<file path="src/rtl/mcp4725_ctrl_pkg.sv">
// Shared encodings for the mcp4725 request arbiter: request opcodes,
// sequencer states and the response error flag.
package mcp4725_ctrl_pkg;

  localparam logic [1:0] OP_UPDATE  = 2'b00;
  localparam logic [1:0] OP_WRMEM   = 2'b01;
  localparam logic [1:0] OP_RDMEM   = 2'b10;
  localparam logic [1:0] OP_ILLEGAL = 2'b11;

  localparam logic RSP_ERR = 1'b1;

  typedef enum logic [2:0] {
    ST_IDLE       = 3'd0,
    ST_ISSUE      = 3'd1,
    ST_WAIT_START = 3'd2,
    ST_WAIT_DONE  = 3'd3,
    ST_RESP       = 3'd4
  } state_e;

endpackage

</file>
<file path="src/rtl/mcp4725_arbiter_rr_arbiter.sv">
// Combinational round-robin pick: first asserted request at or after ptr.
module rr_arbiter #(
  parameter int N  = 4,
  parameter int IW = $clog2(N)
) (
  input  logic [N-1:0]  req,
  input  logic [IW-1:0] ptr,
  output logic          gnt_valid,
  output logic [IW-1:0] gnt_idx
);

  logic [IW-1:0] cand_s;

  // scan from the farthest slot back towards ptr so the nearest request wins
  always_comb begin
    gnt_valid = 1'b0;
    gnt_idx   = {IW{1'b0}};
    cand_s    = {IW{1'b0}};
    for (int k = N - 1; k >= 0; k--) begin
      cand_s    = IW'((int'(ptr) + k) % N);
      gnt_valid = gnt_valid | req[cand_s];
      gnt_idx   = req[cand_s] ? cand_s : gnt_idx;
    end
  end

endmodule

</file>
<file path="src/rtl/mcp4725_arbiter.sv">
// Shares one mcp4725 DAC controller between N_REQ requesters: round-robin grant,
// pin sequencing, bus-release completion tracking with timeout, per-requester response.
module mcp4725_arbiter
  import mcp4725_ctrl_pkg::*;
#(
  parameter int N_REQ          = 4,
  parameter int TIMEOUT_CYCLES = 200000,
  localparam int IW            = $clog2(N_REQ),
  localparam int CW            = $clog2(TIMEOUT_CYCLES + 1)
) (
  input  logic                clk,
  input  logic                rst_n,
  input  logic [N_REQ-1:0]    req_valid,
  input  logic [2*N_REQ-1:0]  req_op,
  input  logic [12*N_REQ-1:0] req_data,
  input  logic [2*N_REQ-1:0]  req_mode,
  output logic [N_REQ-1:0]    rsp_done,
  output logic                rsp_err,
  output logic [11:0]         rsp_data,
  output logic [1:0]          rsp_mode,
  output logic [IW-1:0]       grant_id,
  output logic                busy,
  output logic [11:0]         dac_data,
  output logic [1:0]          dac_mode,
  output logic                dac_enable,
  output logic                dac_write_mem,
  output logic                dac_read_mem,
  input  logic [11:0]         dac_data_reg,
  input  logic [1:0]          dac_mode_reg,
  input  logic                dac_bus_idle
);

  state_e            state_r, state_s;
  logic [IW-1:0]     ptr_r, grant_id_r;
  logic [1:0]        op_r;
  logic              err_r;
  logic [CW-1:0]     cnt_r;
  logic [N_REQ-1:0]  rsp_done_r;
  logic              rsp_err_r, busy_r;
  logic [11:0]       rsp_data_r, dac_data_r;
  logic [1:0]        rsp_mode_r, dac_mode_r;
  logic              dac_enable_r, dac_write_mem_r, dac_read_mem_r;

  logic              gnt_valid_s;
  logic [IW-1:0]     gnt_idx_s;
  logic [1:0]        sel_op_s, sel_mode_s;
  logic [11:0]       sel_data_s;
  logic              fast_s, tmo_s;

  rr_arbiter #(.N(N_REQ), .IW(IW)) u_rr (
    .req       (req_valid),
    .ptr       (ptr_r),
    .gnt_valid (gnt_valid_s),
    .gnt_idx   (gnt_idx_s)
  );

  // payload of the requester the arbiter is currently pointing at
  always_comb begin
    sel_op_s   = OP_UPDATE;
    sel_data_s = 12'd0;
    sel_mode_s = 2'd0;
    for (int i = 0; i < N_REQ; i++) begin
      sel_op_s   = (gnt_idx_s == IW'(i)) ? req_op[2*i +: 2]    : sel_op_s;
      sel_data_s = (gnt_idx_s == IW'(i)) ? req_data[12*i +: 12] : sel_data_s;
      sel_mode_s = (gnt_idx_s == IW'(i)) ? req_mode[2*i +: 2]  : sel_mode_s;
    end
  end

  // an update that would not change the DAC needs no bus traffic
  assign fast_s = (op_r == OP_ILLEGAL) ||
                  ((op_r == OP_UPDATE) && (dac_data_r == dac_data_reg) && (dac_mode_r == dac_mode_reg));
  assign tmo_s  = (cnt_r == CW'(TIMEOUT_CYCLES - 1));

  // next-state logic
  always_comb begin
    state_s = state_r;
    case (state_r)
      ST_IDLE: begin
        if (gnt_valid_s) state_s = ST_ISSUE;
        else             state_s = ST_IDLE;
      end
      ST_ISSUE: begin
        if (fast_s) state_s = ST_RESP;
        else        state_s = ST_WAIT_START;
      end
      ST_WAIT_START: begin
        if (!dac_bus_idle) state_s = ST_WAIT_DONE;
        else if (tmo_s)    state_s = ST_RESP;
        else               state_s = ST_WAIT_START;
      end
      ST_WAIT_DONE: begin
        if (dac_bus_idle || tmo_s) state_s = ST_RESP;
        else                       state_s = ST_WAIT_DONE;
      end
      ST_RESP: state_s = ST_IDLE;
      default: state_s = ST_IDLE;
    endcase
  end

  // FSM state register
  always_ff @(posedge clk or negedge rst_n) begin
    if (!rst_n) state_r <= ST_IDLE;
    else        state_r <= state_s;
  end

  // grant capture, DAC pin sequencing, timeout counter and response registers
  always_ff @(posedge clk or negedge rst_n) begin
    if (!rst_n) begin
      ptr_r           <= {IW{1'b0}};
      grant_id_r      <= {IW{1'b0}};
      op_r            <= OP_UPDATE;
      err_r           <= 1'b0;
      cnt_r           <= {CW{1'b0}};
      rsp_done_r      <= {N_REQ{1'b0}};
      rsp_err_r       <= 1'b0;
      rsp_data_r      <= 12'd0;
      rsp_mode_r      <= 2'd0;
      busy_r          <= 1'b0;
      dac_data_r      <= 12'd0;
      dac_mode_r      <= 2'd0;
      dac_enable_r    <= 1'b0;
      dac_write_mem_r <= 1'b0;
      dac_read_mem_r  <= 1'b0;
    end else begin
      rsp_done_r      <= {N_REQ{1'b0}};
      rsp_err_r       <= 1'b0;
      dac_write_mem_r <= 1'b0;
      dac_read_mem_r  <= 1'b0;
      busy_r          <= (state_s != ST_IDLE) || (state_r == ST_RESP);
      case (state_r)
        ST_IDLE: begin
          if (gnt_valid_s) begin
            grant_id_r <= gnt_idx_s;
            op_r       <= sel_op_s;
            dac_data_r <= sel_data_s;
            dac_mode_r <= sel_mode_s;
            err_r      <= 1'b0;
            ptr_r      <= (gnt_idx_s == IW'(N_REQ - 1)) ? {IW{1'b0}} : gnt_idx_s + IW'(1);
          end
        end
        ST_ISSUE: begin
          cnt_r <= {CW{1'b0}};
          if (fast_s) begin
            err_r <= (op_r == OP_ILLEGAL) ? RSP_ERR : 1'b0;
          end else begin
            case (op_r)
              OP_UPDATE: dac_enable_r    <= 1'b1;
              OP_WRMEM:  dac_write_mem_r <= 1'b1;
              OP_RDMEM:  dac_read_mem_r  <= 1'b1;
              default:   dac_enable_r    <= 1'b0;
            endcase
          end
        end
        ST_WAIT_START: begin
          if (!dac_bus_idle) begin
            dac_enable_r <= 1'b0;
            cnt_r        <= {CW{1'b0}};
          end else if (tmo_s) begin
            dac_enable_r <= 1'b0;
            err_r        <= RSP_ERR;
          end else begin
            cnt_r <= cnt_r + CW'(1);
          end
        end
        ST_WAIT_DONE: begin
          if (dac_bus_idle) begin
            dac_enable_r <= 1'b0;
          end else if (tmo_s) begin
            dac_enable_r <= 1'b0;
            err_r        <= RSP_ERR;
          end else begin
            cnt_r <= cnt_r + CW'(1);
          end
        end
        ST_RESP: begin
          rsp_done_r <= {{(N_REQ-1){1'b0}}, 1'b1} << grant_id_r;
          rsp_err_r  <= err_r;
          rsp_data_r <= dac_data_reg;
          rsp_mode_r <= dac_mode_reg;
        end
        default: dac_enable_r <= 1'b0;
      endcase
    end
  end

  assign rsp_done      = rsp_done_r;
  assign rsp_err       = rsp_err_r;
  assign rsp_data      = rsp_data_r;
  assign rsp_mode      = rsp_mode_r;
  assign grant_id      = grant_id_r;
  assign busy          = busy_r;
  assign dac_data      = dac_data_r;
  assign dac_mode      = dac_mode_r;
  assign dac_enable    = dac_enable_r;
  assign dac_write_mem = dac_write_mem_r;
  assign dac_read_mem  = dac_read_mem_r;

endmodule

</file>
<file path="config.mk">
export PLATFORM = sky130hd
export DESIGN_NAME = mcp4725_arbiter
export DESIGN_NICKNAME = d
export VERILOG_FILES = /design/src/rtl/mcp4725_ctrl_pkg.sv /design/src/rtl/mcp4725_arbiter_rr_arbiter.sv /design/src/rtl/mcp4725_arbiter.sv
export SDC_FILE = /design/constraint.sdc
export NUM_CORES = 1
export LEC_CHECK = 0
export ABC_AREA = 1
export CAP_MARGIN = 5
export CORE_UTILIZATION = 48
export CTS_CLUSTER_SIZE = 14
export DETAILED_ROUTE_END_ITERATION = 16
export PLACE_DENSITY = 0.81
export SYNTH_ARGS = -nofsm -noshare
export SYNTH_HDL_FRONTEND = slang
export SYNTH_HIERARCHICAL = 1
export SYNTH_SLANG_ARGS = --single-unit
</file>
<file path="constraint.sdc">
create_clock -name clk -period 2.8 [get_ports clk]
set_clock_uncertainty 0.15 [all_clocks]
set_input_delay 0.56 -clock clk [delete_from_list [all_inputs] [get_ports clk]]
set_output_delay 0.56 -clock clk [all_outputs]
set_load 0.01 [all_outputs]
</file>
==> summary.txt, run 1 <==
Route
  – Routed len/inst: 13.5 µm
  – DRC: 0
  – Vias: 4061
  – Antenna Nets Post-Route: 0
  – DR iter-0 viols: 166
  – Pre-antenna DRT Iters: 4
  – Drt via density: 5.08
  – Routed WL: 10800 µm

Timing
  – RSZ-0062 raised after global routing: false
  – Worst-case hold slack: 91.0 ps
  – Crit share post-route: a little over nine tenths
  – Fmax: 380 MHz
  – Final hold violations: 0
  – Final count of negative-setup-slack endpoints: 0
  – Max-slew headroom: 55.7%
  – Measured slew at the worst slew-check pin: ~660 ps
  – Final min period: 2630 ps
  – Max-slew violation count: 0

Place
  – DP HPWL: around 8600 µm
  – PortBufs: 123
  – Inst Count DP: 783
  – Gpl congestion: 0.886
  – Placed Area: 0.00549 mm²

Cells and area
  – Core Util, Final: a little over two thirds
  – Max reg flops: 18
  – Most common cell after layout, fill and taps aside: nand2_1
  – Area Overhead vs Synth: 41.2%
  – NumNets Final: 783
  – Post-route cell area: 0.00573 mm²
  – Fillers: 663
  – Final instance count without filler cells: 799
  – Ant diodes: 0
  – Layout cells sized above 1: 10.2%
  – Most frequent cells in the layout: nand2_1, clkdlybuf4s50_1, inv_1
  – Area of the multi-input gates: 0.00206 mm²
  – Reg area: 0.00163 mm²

Floorplan
  – Die Width: 94.0 µm
  – Die extent in y: 94.0 µm
  – CORE AREA: a little over 0.008 mm²
  – Core Rows: 33
  – Initial Util: 49.4%
  – Total die area: 0.00883 mm²
  – IO Count: 124

Worst setup path
  – Crit path kind: in -> reg
  – Critical Path RT: ~2900 ps
  – Crit-path slowest cell: clkdlybuf4s50_1
  – Buf/Inv on CP: 5
  – Critical Path AT: 2740 ps
  – Startpoint Class: primary input
  – Worst-path fanout max: 16
  – Critical-path cell list: clkdlybuf4s50_1, inv_1, o21ai_1, nand2_1, nand3_2, nand2_1, nand2_1, nand2_1, inv_1, ha_1, inv_1, nor2_4, buf_12, a22oi_1, o21ai_0, nand2_1, a22oi_1
  – Top delay family on crit path: buffers and inverters
  – Max incr delay on CP: between 400 and 500 ps
  – Cell repeated most along the worst path: nand2_1
  – Setup crit end kind: register

CTS
  – Clock Tree Buf Depth: 2
  – Post-CTS setup repair buffer count: 0
  – Root Buffer: clkbuf_8
  – Clock sinks: between 60 and 70
  – Clk pin slew, worst setup/hold paths: 80 ps
  – CTS tree: yes
  – H-tree depth: 3
  – CTS Buf Count: 9
  – Clk_lat worst skew: 340 ps

Global routing
  – GR Overflow Total: 0
  – First-pass GRT wire length: approximately 18000 µm
  – Tot GR Track Use: 26.5%
  – Vias in the first global route: 4009
  – Pin count of the biggest net entering global routing: 39
  – Initial antenna violation count: 0

Worst hold path
  – Class of the tightest hold or removal check: in -> async

Logic synthesis
  – Post-synth cell types: 38
  – Seq cells post-synth: 65
  – Synth Net Count: 653
  – Post-Syn Area: a little over 0.004 mm²
  – Sequential share of the synthesized area: roughly two fifths
  – Syn Inst Count: ~560
  – Mean Syn Cell Area: 7.26 µm²
  – Yosys warns: 6

Run status
  – Status: complete, no violations

Job
  – Number of max-cap violations: 0

Power and ir drop
  – PwrDens: 1100 mW/mm²
  – LEAKAGE: 2.73 nW
  – Power, Total: 6.33 mW
  – Max IR drop VDD: 1.07 mV
## cell usage after synthesis (all sizes together)
| cell type | n | area (µm²) |
|---|---|---|
| clkinv | 1 | 3.75 |
| ha | 9 | 113 |
| clkbuf | 11 | 41.3 |
| a21oi | 26 | 130 |
| xnor2 | 5 | 43.8 |
| inv | 77 | 302 |
| nor2 | 53 | 236 |
| o2111ai | 2 | 17.5 |
| nand3 | 27 | 175 |
| and2 | 1 | 8.76 |
| nand4 | 2 | 12.5 |
| nor3 | 15 | 91.3 |
| a22o | 1 | 8.76 |
| mux2 | 1 | 11.3 |
| buf | 5 | 30.0 |
| dfrtp | 65 | 1630 |
| nor4 | 1 | 6.26 |
| nand3b | 1 | 7.51 |
| o21ai | 46 | 234 |
| nand2 | 178 | 717 |
| xor2 | 2 | 17.5 |
| a22oi | 30 | 225 |
## metrics by stage
stage	setup WS [ps]	setup TNS (ps)
detailed placement	-165	-1100
CTS	183	0
floorplan	328	0
finish	167	0
global placement	-61.6	-80.7
global route	34.9	0
## where the power goes
| part | leakage [nW] | internal, mW | switching, mW |
|---|---|---|---|
| sequential | 0.816 | 1.28 | 0.292 |
| clock | 0.117 | 0.596 | 0.381 |
| combinational | 1.79 | 1.67 | 2.11 |
## per-layer routing
| metal | GRT usage, % | up-vias | part of all wire [%] |
|---|---|---|---|
| met5 | 0 | - | 0 |
| met4 | 9.10 | 0 | 1.6 |
| met3 | 6.88 | 17 | 6.2 |
| met2 | 45.6 | 137 | 50 |
| met1 | 32.0 | 1846 | 42 |
| li1 | - | 2061 | - |
## worst register-to-register path, delay by kind of cell (launching register included)
kind            cells  cell delay, ps
compound gates      4             680
fa+ha+maj           1             150
buf+inv             3             300
flops               1             500
simple gates        7             590
## layout make-up
| type | instances | area share [%] |
|---|---|---|
| Multi-Input combinational cell | 400 | 35.9 |
| Inverter | 78 | 5.33 |
| Clock buffer | 10 | 2.23 |
| Timing Repair Buffer | 135 | 23.9 |
| Clock inverter | 6 | 2.01 |
| Sequential cell | 65 | 28.4 |
| Tap cell | 105 | 2.29 |
## what timing repair did
item                                    CTS  global route
endpoints found under the setup margin    0             6
hold buffers                              0             0
resized for setup                         0             3
## logic make-up (layout without fill, tap and decap cells)
| kind of cell | Yosys count | after routing | synth area share (%) |
|---|---|---|---|
| multiplexers | 1 | 1 | 0.277 |
| adder cells (fa/ha/maj) | 9 | 9 | 2.77 |
| XOR/XNOR | 7 | 7 | 1.51 |
| AND/OR/NAND/NOR | 278 | 278 | 30.9 |
| flip-flops | 65 | 65 | 40.1 |
| AO/OA/AOI/OAI | 105 | 105 | 15.2 |
| buffers and inverters | 94 | 229 | 9.28 |
## worst paths after layout
kind                         startpoint   endpoint  slack, ps  depth (start not counted)
min in group clk                  err_r      err_r        330                          2
min reg2reg                       err_r      err_r        330                          2
max                        req_valid[1]    op_r[0]        170                         17
max reg2reg                    ptr_r[0]    op_r[0]        330                         15
min                               rst_n  cnt_r[13]         90                          1
max in group asynchronous         rst_n   ptr_r[0]       1770                          2
Note: power is estimated with default switching activity, not from simulation.
==> run 2, diff against run 1 <==
PLACE_DENSITY = 0.8   (was 0.81)
SYNTH_HIERARCHICAL = unset   (was 1)
==> run 2 against run 1 <==
  * Routed wire length is 0.62% lower
  * Critical path depth rose by 2
  * Sequential cell count unchanged
  * Die area rose by 2.2%
  * Clock-buffer cell count up 2
  * Utilization up 0.13 points
  * Critical path type unchanged
  * Largest cell class unchanged
==> summary.txt, run 2 <==
Run status
  – Status: complete, no violations

Global routing
  – Initial antenna violation count: 0
  – First-pass GRT wire length: 17500 µm
  – Pin count of the biggest net entering global routing: 44
  – Vias in the first global route: 4001
  – GR Overflow Total: 0
  – Tot GR Track Use: 25.2%

Logic synthesis
  – Synth top cells by count: nand2_1, inv_1, dfrtp_1
  – Synth Net Count: 665
  – Syn Inst Count: 571
  – Seq cells post-synth: 65
  – Area contributors post-synth: dfrtp_1, nand2_1, inv_1, o21ai_0, nor2_1
  – Mean Syn Cell Area: 7.27 µm²
  – Count leader, synth: nand2_1
  – Cell taking the most area after synthesis: dfrtp_1
  – Number of synthesized flops with an enable pin: 0
  – Post-synth cell types: 35
  – Share of the synthesized area in the top cell type: around two fifths
  – Post-Syn Area: a little over 0.004 mm²
  – Top FF cell, synth: dfrtp_1
  – Sequential share of the synthesized area: 39.2%
  – Yosys warns: 0
  – Asr flop ratio synth: 100%

Timing
  – Measured slew at the worst slew-check pin: around 600 ps
  – Final count of negative-setup-slack endpoints: 0
  – Final min period: 2690 ps
  – Max-slew violation count: 0
  – RSZ-0062 raised after global routing: true
  – Fmax: 372 MHz
  – Crit share post-route: 96.1%
  – Total negative slack: 0 ps
  – Max-slew headroom: 60.0%
  – Final hold violations: 0

Route
  – Drt via density: 5.07
  – Routed WL: 10700 µm
  – Routed len/inst: between 10 and 15 µm
  – DR iter-0 viols: roughly 130
  – Pre-antenna DRT Iters: 4
  – DRC: 0
  – Antenna Nets Post-Route: 0
  – Vias: 4118

Power and ir drop
  – Max IR drop VDD: 0.837 mV
  – LEAKAGE: 2.76 nW
  – PwrDens: between 1000 and 1500 mW/mm²

CTS
  – Clock sinks: 65
  – Clk pin slew, worst setup/hold paths: 70 ps
  – H-tree depth: 3
  – Post-CTS setup repair buffer count: 0
  – Hold_buf cts: 0
  – Root Buffer: clkbuf_8
  – CTS Buf Count: 9
  – CTS tree: yes
  – Clock Tree Buf Depth: 2
  – Clk_lat worst skew: roughly 340 ps

Cells and area
  – Most common cell after layout, fill and taps aside: nand2_1
  – Area Overhead vs Synth: 39.8%
  – Most frequent cells in the layout: nand2_1, clkdlybuf4s50_1, inv_1
  – Final instance count without filler cells: 812
  – Max reg flops: 18
  – Ant diodes: 0
  – Layout cells sized above 1: 11.2%
  – NumNets Final: ~800

Place
  – Gpl congestion: 0.983
  – Inst Count DP: 797
  – DP HPWL: ~8500 µm
  – PortBufs: 123

Job
  – Number of max-cap violations: 0

Worst setup path
  – Buf/Inv on CP: 5
  – Cell repeated most along the worst path: nand2_1
  – Crit-path slowest cell: clkdlybuf4s50_1
  – Crit path kind: in -> reg
  – Top delay family on crit path: buffers and inverters
  – R2R cell count: 19
  – Max incr delay on CP: 430 ps
  – Reg2reg start: ptr_r[1]
  – Startpoint Class: primary input
  – Setup crit end kind: register
  – Critical-path cell list: clkdlybuf4s50_1, nand2_1, nand2_2, nand2_1, nand2_2, buf_4, nor2_2, nand2_1, nand3_1, nand2_1, inv_1, ha_1, inv_1, nor2_4, buf_12, a22oi_1, o21ai_0, mux2i_1, o21ai_1
  – Worst R2R Setup Slack: ~200 ps
  – Critical Path AT: 2810 ps
  – Worst-path fanout max: 16
  – Critical Path RT: 2920 ps
  – RR Endpoint: op_r[0]

Worst hold path
  – Class of the tightest hold or removal check: in -> async

Floorplan
  – Initial Util: 50.0%
  – IO Count: about 120
  – CORE AREA: 0.00830 mm²
  – Die Width: 95.0 µm
  – Die extent in y: 95.0 µm
  – Core Rows: 33
  – Total die area: 0.00902 mm²
[run 2: cell count changes in the layout (fill, tap and decap cells not counted), sizes merged, moves of 4 or more]
| cell | change |
|---|---|
| inv | -4 |
| nand3 | -6 |
| mux2i | +16 |
| nor2 | +5 |
| a22oi | -14 |
| nand2 | +24 |
| o21ai | +14 |
| a21oi | -22 |
[run 2: metal layers]
metal,GRT usage [%],up-vias,wire [µm]
li1,-,2069,-
met1,28.9,1891,4340
met2,44.9,133,5400
met3,5.88,25,625
met4,10.5,0,327
met5,0,-,0
[run 2: worst max path at each step]
stage	from	end	slack, ps	cells past startpoint
after floorplan	req_valid[2]	dac_data[1]	280	13
after global placement	req_valid[3]	dac_data[0]	-210	18
after detailed placement	req_valid[1]	dac_data[0]	-280	18
after CTS	req_valid[1]	dac_data[0]	70	18
after global routing	req_valid[0]	op_r[0]	-50	19
final	req_valid[3]	op_r[0]	110	19
[run 2: repair_timing]
action	in CTS	in global routing
endpoints found under the setup margin	0	16
gates resized for setup	0	17
hold endpoints to repair	0	0
[run 2: logic make-up (layout without fill, tap and decap cells)]
group	count (synthesis)	in the layout	synth area share (%)
DFF	65	65	39.2
adders and majority gates	9	9	2.71
xor gates and xnor gates	5	5	1.06
muxes	18	18	4.40
buffers and inverters	91	227	9.50
and+or+nand+nor	301	301	31.0
AOI/OAI and AO/OA	82	82	12.1
[run 2: final cells by class]
class	count	area (µm²)
clock buffer	12	155
clock inverter	3	40.0
fill	646	2500
inverter	75	289
multi-input combinational	415	2160
sequential	65	1630
tap	105	131
timing repair buffer	137	1400
[run 2: power breakdown]
part / internal [mW] / switching, mW / total [mW]
registers: 1.23 / 0.286 / 1.51
clock network: 0.452 / 0.349 / 0.802
logic: 1.74 / 2.08 / 3.83
total: 3.42 / 2.72 / 6.14
[run 2: metrics by stage]
| stage | power (mW) | setup slack (ps) | utilization (%) | instance area [µm²] | hold WS [ps] |
|---|---|---|---|---|---|
| after floorplan | 3.90 | 277 | - | 4150 | 114 |
| after global placement | 5.12 | -211 | 67.1 | 5570 | 305 |
| after detailed placement | 5.25 | -284 | 67.1 | 5570 | 312 |
| after CTS | 6.06 | 70.3 | 69.5 | 5760 | 52.0 |
| after global routing | 6.68 | -48.4 | 69.9 | 5800 | 78.8 |
| final | 6.14 | 110 | 69.9 | 5800 | 51.8 |
